<file path="config.mk">
export PLATFORM = sky130hd
export DESIGN_NAME = control_unit
export DESIGN_NICKNAME = d
export VERILOG_FILES = /design/src/rtl/k_and_s_pkg.sv /design/src/rtl/control_unit_branch_eval.sv /design/src/rtl/control_unit.sv
export SDC_FILE = /design/constraint.sdc
export NUM_CORES = 1
export LEC_CHECK = 0
export ABC_AREA = 1
export BUFFER_PORTS_ARGS = -buffer_cell sky130_fd_sc_hd__buf_2
export CAP_MARGIN = 20
export CORE_AREA = 3 3 40 42
export DETAILED_ROUTE_END_ITERATION = 10
export DIE_AREA = 0 0 43 45
export SYNTH_ARGS = -nofsm -noshare
export SYNTH_HDL_FRONTEND = slang
export SYNTH_HIERARCHICAL = 1
export SYNTH_SLANG_ARGS = --single-unit
</file>
<file path="constraint.sdc">
create_clock -name clk -period 1.42 [get_ports clk]
set_clock_uncertainty 0.1 [all_clocks]
set_input_delay 0.142 -clock clk [delete_from_list [all_inputs] [get_ports clk]]
set_output_delay 0.142 -clock clk [all_outputs]
set_load 0.05 [all_outputs]
</file>
<file path="src/rtl/k_and_s_pkg.sv">
// Shared K&S encodings: instruction decode, control FSM states, ALU op codes
// and the control-strobe bundle driven by control_unit.
package k_and_s_pkg;

    localparam int unsigned ALU_OP_W = 2;

    typedef enum logic [3:0] {
        I_NOP    = 4'd0,
        I_LOAD   = 4'd1,
        I_STORE  = 4'd2,
        I_MOVE   = 4'd3,
        I_ADD    = 4'd4,
        I_SUB    = 4'd5,
        I_AND    = 4'd6,
        I_OR     = 4'd7,
        I_BRANCH = 4'd8,
        I_BZERO  = 4'd9,
        I_BNZERO = 4'd10,
        I_BNEG   = 4'd11,
        I_BNNEG  = 4'd12,
        I_BOV    = 4'd13,
        I_BNOV   = 4'd14,
        I_HALT   = 4'd15
    } decoded_instruction_type;

    typedef enum logic [3:0] {
        RST       = 4'd0,
        FETCH     = 4'd1,
        DECODE    = 4'd2,
        LOAD_S    = 4'd3,
        STORE_S   = 4'd4,
        MOVE_S    = 4'd5,
        ALU_S     = 4'd6,
        BRANCH_S  = 4'd7,
        HALT_S    = 4'd8,
        STEP_WAIT = 4'd9
    } ctrl_state_type;

    localparam logic [ALU_OP_W-1:0] ALU_OR  = 2'b00;
    localparam logic [ALU_OP_W-1:0] ALU_ADD = 2'b01;
    localparam logic [ALU_OP_W-1:0] ALU_SUB = 2'b10;
    localparam logic [ALU_OP_W-1:0] ALU_AND = 2'b11;

    typedef struct packed {
        logic                halt;
        logic                branch;
        logic                pc_enable;
        logic                ir_enable;
        logic                addr_sel;
        logic                c_sel;
        logic [ALU_OP_W-1:0] operation;
        logic                write_reg_enable;
        logic                flags_reg_enable;
        logic                ram_write_enable;
    } ctrl_bus_type;

    function automatic logic is_branch(input decoded_instruction_type instr);
        return (instr >= I_BRANCH) && (instr <= I_BNOV);
    endfunction

    function automatic logic is_alu(input decoded_instruction_type instr);
        return (instr >= I_ADD) && (instr <= I_OR);
    endfunction

    // Unknown opcodes map to OR, which is also the MOVE pass-through op.
    function automatic logic [ALU_OP_W-1:0] alu_op_of(input decoded_instruction_type instr);
        case (instr)
            I_ADD:   return ALU_ADD;
            I_SUB:   return ALU_SUB;
            I_AND:   return ALU_AND;
            default: return ALU_OR;
        endcase
    endfunction

endpackage

</file>
<file path="src/rtl/control_unit_branch_eval.sv">
// Combinational taken/not-taken decision for the K&S conditional branches.
module branch_eval
    import k_and_s_pkg::*;
(
    input  decoded_instruction_type decoded_instruction,
    input  logic                    zero_op,
    input  logic                    neg_op,
    input  logic                    signed_overflow,
    output logic                    taken_c
);

    always_comb begin
        taken_c = 1'b0;
        case (decoded_instruction)
            I_BRANCH: taken_c = 1'b1;
            I_BZERO:  taken_c = zero_op;
            I_BNZERO: taken_c = ~zero_op;
            I_BNEG:   taken_c = neg_op;
            I_BNNEG:  taken_c = ~neg_op;
            I_BOV:    taken_c = signed_overflow;
            I_BNOV:   taken_c = ~signed_overflow;
            default:  taken_c = 1'b0;
        endcase
    end

endmodule

</file>
<file path="src/rtl/control_unit.sv">
// K&S multi-cycle control FSM: fetch, decode, execute; drives datapath strobes.
// Optional single-step mode (step input, STEP_WAIT state) under KS_SINGLE_STEP_EN.
module control_unit
    import k_and_s_pkg::*;
(
    input  logic                    clk,
    input  logic                    rst_n,
`ifdef KS_SINGLE_STEP_EN
    input  logic                    step,
`endif
    input  decoded_instruction_type decoded_instruction,
    input  logic                    zero_op,
    input  logic                    neg_op,
    input  logic                    unsigned_overflow,
    input  logic                    signed_overflow,
    output logic                    branch,
    output logic                    pc_enable,
    output logic                    ir_enable,
    output logic                    addr_sel,
    output logic                    c_sel,
    output logic [ALU_OP_W-1:0]     operation,
    output logic                    write_reg_enable,
    output logic                    flags_reg_enable,
    output logic                    ram_write_enable,
    output logic                    halt
);

    // Where an instruction goes once it has finished executing.
`ifdef KS_SINGLE_STEP_EN
    localparam ctrl_state_type NEXT_FETCH = STEP_WAIT;
`else
    localparam ctrl_state_type NEXT_FETCH = FETCH;
`endif

    ctrl_state_type state, state_next;
    ctrl_bus_type   ctrl_c;
    logic           taken_c;

    // The branch logic only looks at the signed flags.
    logic unused_flags;
    assign unused_flags = unsigned_overflow;

    branch_eval u_branch_eval (
        .decoded_instruction (decoded_instruction),
        .zero_op             (zero_op),
        .neg_op              (neg_op),
        .signed_overflow     (signed_overflow),
        .taken_c             (taken_c)
    );

    // Async reset: strobes are decoded from state, so they drop with rst_n.
    always_ff @(posedge clk or negedge rst_n) begin
        if (!rst_n) begin
            state <= RST;
        end else begin
            state <= state_next;
        end
    end

    always_comb begin
        state_next = state;
        ctrl_c     = '0;
        case (state)
            RST: begin
                state_next = FETCH;
            end
            FETCH: begin
                ctrl_c.addr_sel  = 1'b1;
                ctrl_c.ir_enable = 1'b1;
                ctrl_c.pc_enable = 1'b1;
                state_next       = DECODE;
            end
            DECODE: begin
                if (decoded_instruction == I_LOAD) begin
                    state_next = LOAD_S;
                end else if (decoded_instruction == I_STORE) begin
                    state_next = STORE_S;
                end else if (decoded_instruction == I_MOVE) begin
                    state_next = MOVE_S;
                end else if (is_alu(decoded_instruction)) begin
                    state_next = ALU_S;
                end else if (is_branch(decoded_instruction)) begin
                    state_next = BRANCH_S;
                end else if (decoded_instruction == I_HALT) begin
                    state_next = HALT_S;
                end else begin
                    state_next = NEXT_FETCH;
                end
            end
            LOAD_S: begin
                ctrl_c.write_reg_enable = 1'b1;
                state_next              = NEXT_FETCH;
            end
            STORE_S: begin
                ctrl_c.ram_write_enable = 1'b1;
                state_next              = NEXT_FETCH;
            end
            MOVE_S: begin
                ctrl_c.operation        = ALU_OR;
                ctrl_c.c_sel            = 1'b1;
                ctrl_c.write_reg_enable = 1'b1;
                state_next              = NEXT_FETCH;
            end
            ALU_S: begin
                ctrl_c.operation        = alu_op_of(decoded_instruction);
                ctrl_c.c_sel            = 1'b1;
                ctrl_c.write_reg_enable = 1'b1;
                ctrl_c.flags_reg_enable = 1'b1;
                state_next              = NEXT_FETCH;
            end
            BRANCH_S: begin
                // Not taken needs no strobe: PC already advanced in FETCH.
                ctrl_c.pc_enable = taken_c;
                ctrl_c.branch    = taken_c;
                state_next       = NEXT_FETCH;
            end
            HALT_S: begin
                ctrl_c.halt = 1'b1;
                state_next  = HALT_S;
            end
`ifdef KS_SINGLE_STEP_EN
            STEP_WAIT: begin
                if (step) begin
                    state_next = FETCH;
                end
            end
`endif
            default: begin
                state_next = RST;
            end
        endcase
    end

    assign halt             = ctrl_c.halt;
    assign branch           = ctrl_c.branch;
    assign pc_enable        = ctrl_c.pc_enable;
    assign ir_enable        = ctrl_c.ir_enable;
    assign addr_sel         = ctrl_c.addr_sel;
    assign c_sel            = ctrl_c.c_sel;
    assign operation        = ctrl_c.operation;
    assign write_reg_enable = ctrl_c.write_reg_enable;
    assign flags_reg_enable = ctrl_c.flags_reg_enable;
    assign ram_write_enable = ctrl_c.ram_write_enable;

endmodule

</file>
**Word level (Yosys, flattened, before mapping)**

Cells that the tools add are included.

- Bits in registers: 4
- Input bits: 10
- Word-level logic and storage cells: 52
- Output and inout port bits: 11

- Muxes and demuxes: 17
- Order comparisons: 4
- Bitwise gates (word level): 3
- Equal/unequal tests: 22
- Reductions and logical operators: 5

Operators with widths:

| kind | count |
|---|---|
| 4-bit equality test (second input constant) | 9 |
| 4-bit by 3-bit equality test with 1-bit output (second input constant) | 7 |
| 4-bit two-way mux | 6 |
| 4-bit by 2-bit equality test with 1-bit output (second input constant) | 4 |
| 4-bit case mux with 4 select lines | 1 |
| 4-bit by 1-bit equality test with 1-bit output (second input constant) | 2 |
| 1-bit case mux with 7 select lines | 1 |
| 2-bit case mux with 3 select lines | 1 |
| 3-bit case mux with 2 select lines | 1 |
| 6-bit OR reduction | 1 |
| 1-bit two-way mux | 5 |
| 4-bit by 3-bit >= comparator with 1-bit output (second input constant) | 1 |
| 4-bit >= comparator (second input constant) | 1 |
| 4-bit by 3-bit <= comparator with 1-bit output (second input constant) | 1 |
| 4-bit <= comparator (second input constant) | 1 |
| 4-bit zero test | 1 |
| 1-bit NOT | 3 |
| 3-bit OR reduction | 1 |
| 1-bit logical AND | 2 |
| 2-bit two-way mux | 1 |
| 1-bit case mux with 2 select lines | 1 |

**Logic depth before layout (Yosys ltp)**

- Word-level depth: 8
- Gate-level depth with buffers: 8
- Depth with buffers taken out: 8

**By module**

Netlist, hierarchy kept.

By module, submodules not included:

| module | times used | seq. area each (sq um) | cells each | area each (sq um) |
|---|---|---|---|---|
| control_unit | 1 | 100.1 | 59 | 350.3 |
| branch_eval | 1 | 0.0 | 25 | 118.9 |

**Least setup slack after synthesis**

No wires, ideal clock.

- Kind: register to output
- From: register state[3]
- To: output ram_write_enable
- Buffers on the path: 0
- Arrival: 1.614 ns
- Required time: 1.178 ns
- Cell stages (with the launch flop): 4
- Setup slack: -0.436 ns
- Cells stage by stage: dfrtp_1 inv_1 nand2_1 nor3_1

- Word-level cells in the longest chain between the ends: 2

Ends and longest elaborated chain:

| item | line | RTL |
|---|---|---|
| start: declaration | control_unit.sv:35 | `ctrl_state_type state, state_next;` |
| start signal: assignment | control_unit.sv:56 | `state <= state_next;` |
| 4-bit by 3-bit equality test with 1-bit output | control_unit.sv:63 | `case (state)` |
| 1-bit two-way mux | control_unit.sv:63 |  |
| end: declaration | control_unit.sv:24 | `output logic ram_write_enable,` |

Every way passes these cells.

**Worst setup path in the final report**

- From: register state[3]
- To: output operation[0]

- Word-level cells in the longest chain between the ends: 2
- Elaborated cells on any way between the ends: 3
- Classes of those cells: eq/ne (2); mux (1)

Ends and longest elaborated chain:

| item | line | RTL |
|---|---|---|
| 4-bit by 3-bit equality test with 1-bit output | control_unit.sv:63 |  |
| 3-bit case mux with 2 select lines * | control_unit.sv:63 |  |
| end: declaration | control_unit.sv:21 | `output logic [ALU_OP_W-1:0] operation,` |

Every way passes the cells marked *; elsewhere a longest branch is shown, timed or not.

==> impl_metrics.json <==
{
  "swShare_pct": 51.3,
  "violations": "negative setup slack",
  "largestRegisters": "state (4)",
  "worst-path-max-fanout": 4,
  "fp.dieW_um": 43,
  "wl_um": 1610,
  "p_comb_share_pct": 79.3,
  "crit_required_ns": 1.18,
  "ff2ff_setup_slack_ns": 0.11,
  "cts_buffer_depth": 2,
  "top_register": "state",
  "fin_cells": 143,
  "cp-end-kind": "primary output",
  "rsz0062_at_grt": "yes",
  "place_congestion": 0.857,
  "htreeDepth": 1,
  "nNetsFinal": 139,
  "p_seq_share_pct": 12.4,
  "switchingPower_mw": 0.988,
  "outcome": "finished, violations left",
  "diodes": 0,
  "port_buffers": 19,
  "dp_hpwl_um": 982,
  "ys_seq_area_share_pct": 21.3,
  "first_global_vias": 661,
  "root_buffer": "clkbuf_4",
  "dr.pass1.iters": 4,
  "clockPowerShare_pct": 8.3,
  "cts_tree": "done",
  "fillers": 109,
  "power_density_mw_per_mm2": 1980,
  "worstMarginPinSlew_ns": 0.246,
  "hp-class": "input pin to async pin",
  "slew_headroom_pct": 83.5,
  "crit_path_start_kind": "flop",
  "via_count": 654,
  "critical_path.endpoint": "operation[0]",
  "avgSynthCellArea_um2": 5.59,
  "maxCapViolCount": 0,
  "synthDistinctLibCells": 18,
  "path_class": "flop to primary output",
  "io_pins": 21,
  "synthXorXnorAreaFrac_pct": 1.87,
  "whs_ns": 0.130,
  "largest_reg_flops": 4,
  "period_minus_slack_ns": 1.56,
  "p_int_mw": 0.939,
  "clk_pin_slew_ns": 0.04,
  "grt_start_max_net_pins": 7,
  "dpl.cell_count": 125,
  "num_rows": 13,
  "grt_usage_pct": 18.8,
  "p_total_mw": 1.93,
  "die_h_um": 45,
  "cts_sinks": 4,
  "die_area_mm2": 0.00194,
  "drive_gt1_share_pct": 58.6,
  "core_mm2": 0.00128,
  "arrival_ns": 1.32,
  "crit_start": "state[3]",
  "synth_simple_gate_area_share_pct": 56.0,
  "timing.rr.end": "state[0]",
  "postSynthCellCount": 84,
  "leakage_nw": 0.532,
  "synthMuxAreaShare_pct": 0,
  "routedWlPerCell_um": 11.2,
  "insertion_delay_ns": 0.24,
  "ys_top_cells_by_area": "dfrtp_1 21%, nand2_1 18%, inv_1 13%",
  "worst_slack_ns": -0.141,
  "synth-seq-cells": 4,
  "start_util_pct": 36.5,
  "ys_warn_count": 6,
  "synthToLayoutAreaGrowth_pct": 107,
  "antenna_found_initial": 0,
  "tns_ns": -1.10,
  "timing.rr.start": "state[0]",
  "peakVddDrop_v": 0.000661,
  "grt_pass1_wl_um": 2600,
  "max_freq_mhz": 640,
  "drc": 0,
  "drv_slew": 0,
  "vias_per_cell": 4.57,
  "numCtsBuffers": 3,
  "drtIter0Drc": 10,
  "drt.antenna.violating_nets": 0,
  "synth_top_area_share_pct": 21.3,
  "synth_area_um2": 469,
  "synth_top_cell_by_area": "dfrtp_1",
  "setup_violations": 11,
  "synth_top_family_by_area": "simple AND/OR/NAND/NOR gates",
  "hold_violations": 0,
  "synth-compound-area-share_pct": 4.80,
  "syn_nets": 94,
  "ff2ff_path_depth": 8,
  "gr-total-overflow": 0,
  "synthAdderAreaFrac_pct": 0,
  "final.period_utilization_pct": 110
}
-- cell families (layout without fill, tap and decap cells) --
logic type	Yosys count	in the layout
simple gates	56	56
buf+inv	19	63
compound gates	4	4
flops	4	4
xor+xnor	1	1
-- layout by cell type (no fill, tap or decap), drive strengths merged --
cell	count
o21ai	3
nor3	1
nand2	25
clkbuf	4
nand3	9
dlygate4sd3	1
o211ai	1
nor2	16
clkinvlp	1
nand3b	2
inv	17
xnor2	1
dfrtp	4
nand4	2
buf	40
and2	1
-- power by group through the flow --
stage / clock network (mW) / logic (mW) / registers, mW
5_1_grt: 0.185 / 1.61 / 0.247
6_report: 0.160 / 1.53 / 0.239
4_1_cts: 0.159 / 1.39 / 0.227
3_3_place_gp: 0 / 0.916 / 0.219
3_5_place_dp: 0 / 0.929 / 0.217
2_1_floorplan: 0 / 0.700 / 0.214
-- per-layer routing --
| layer | vias to the layer above | GRT usage [%] | part of all wire (%) |
|---|---|---|---|
| met5 | - | 0 | 0 |
| met1 | 282 | 18.2 | 38 |
| met4 | 0 | 18.7 | 3.1 |
| li1 | 348 | - | - |
| met2 | 19 | 33.2 | 55 |
| met3 | 5 | 3.19 | 3.4 |
-- cell type report --
cell class / instances / area [µm²] / share of cell area, %
timing repair buffer: 41 / 352 / 36.2
clock buffer: 4 / 26.3 / 2.71
tap: 15 / 18.8 / 1.93
multi-input combinational: 61 / 393 / 40.5
sequential: 4 / 105 / 10.8
inverter: 18 / 76.3 / 7.86
-- cell usage after synthesis --
cell type and n:
nor2_2 1, nor2_4 2, xnor2_1 1, o21ai_1 1, nand3_1 9, o21ai_0 2, nand2_1 22, buf_4 1
nand3b_1 2, nor3_1 1, and2_1 1, nor2_1 13, inv_1 16, inv_2 2, nand2_2 3, nand4_1 2
dfrtp_1 4, o211ai_1 1
-- how the worst min path moves through the flow --
stage	start	end	slack, ns	cells past startpoint
floorplan	rst_n	state[0]	-0.25	0
global placement	rst_n	state[0]	-0.15	1
detailed placement	rst_n	state[0]	-0.15	1
global route	rst_n	state[2]	0.14	2
CTS	rst_n	state[1]	0.13	2
finish	rst_n	state[1]	0.13	2
-- what timing repair did --
item	in CTS	in global routing
setup endpoints to repair	11	12
pin swaps	11	9
hold buffers	1	0
buffers inserted	10	4
resized for setup	44	8
hold endpoints to repair	4	0
gates cloned	0	0
-- per-stage QoR --
stage	area, µm²	utilization [%]	setup WS [ns]
after floorplan	517	-	-0.204
after global placement	679	52.9	0.0443
after detailed placement	679	52.9	0.0120
after CTS	927	72.2	-0.137
after global routing	971	75.6	-0.209
final	971	75.6	-0.141
-- critical path, stage by stage, from the launching register on --
cell,delay (ns)
dfrtp_2,0.46
inv_2,0.10
nand2_4,0.06
nor2_4,0.13
nand2_4,0.08
nor2_4,0.09
buf_8,0.15
No activity file was read; power rests on OpenSTA's default activity.
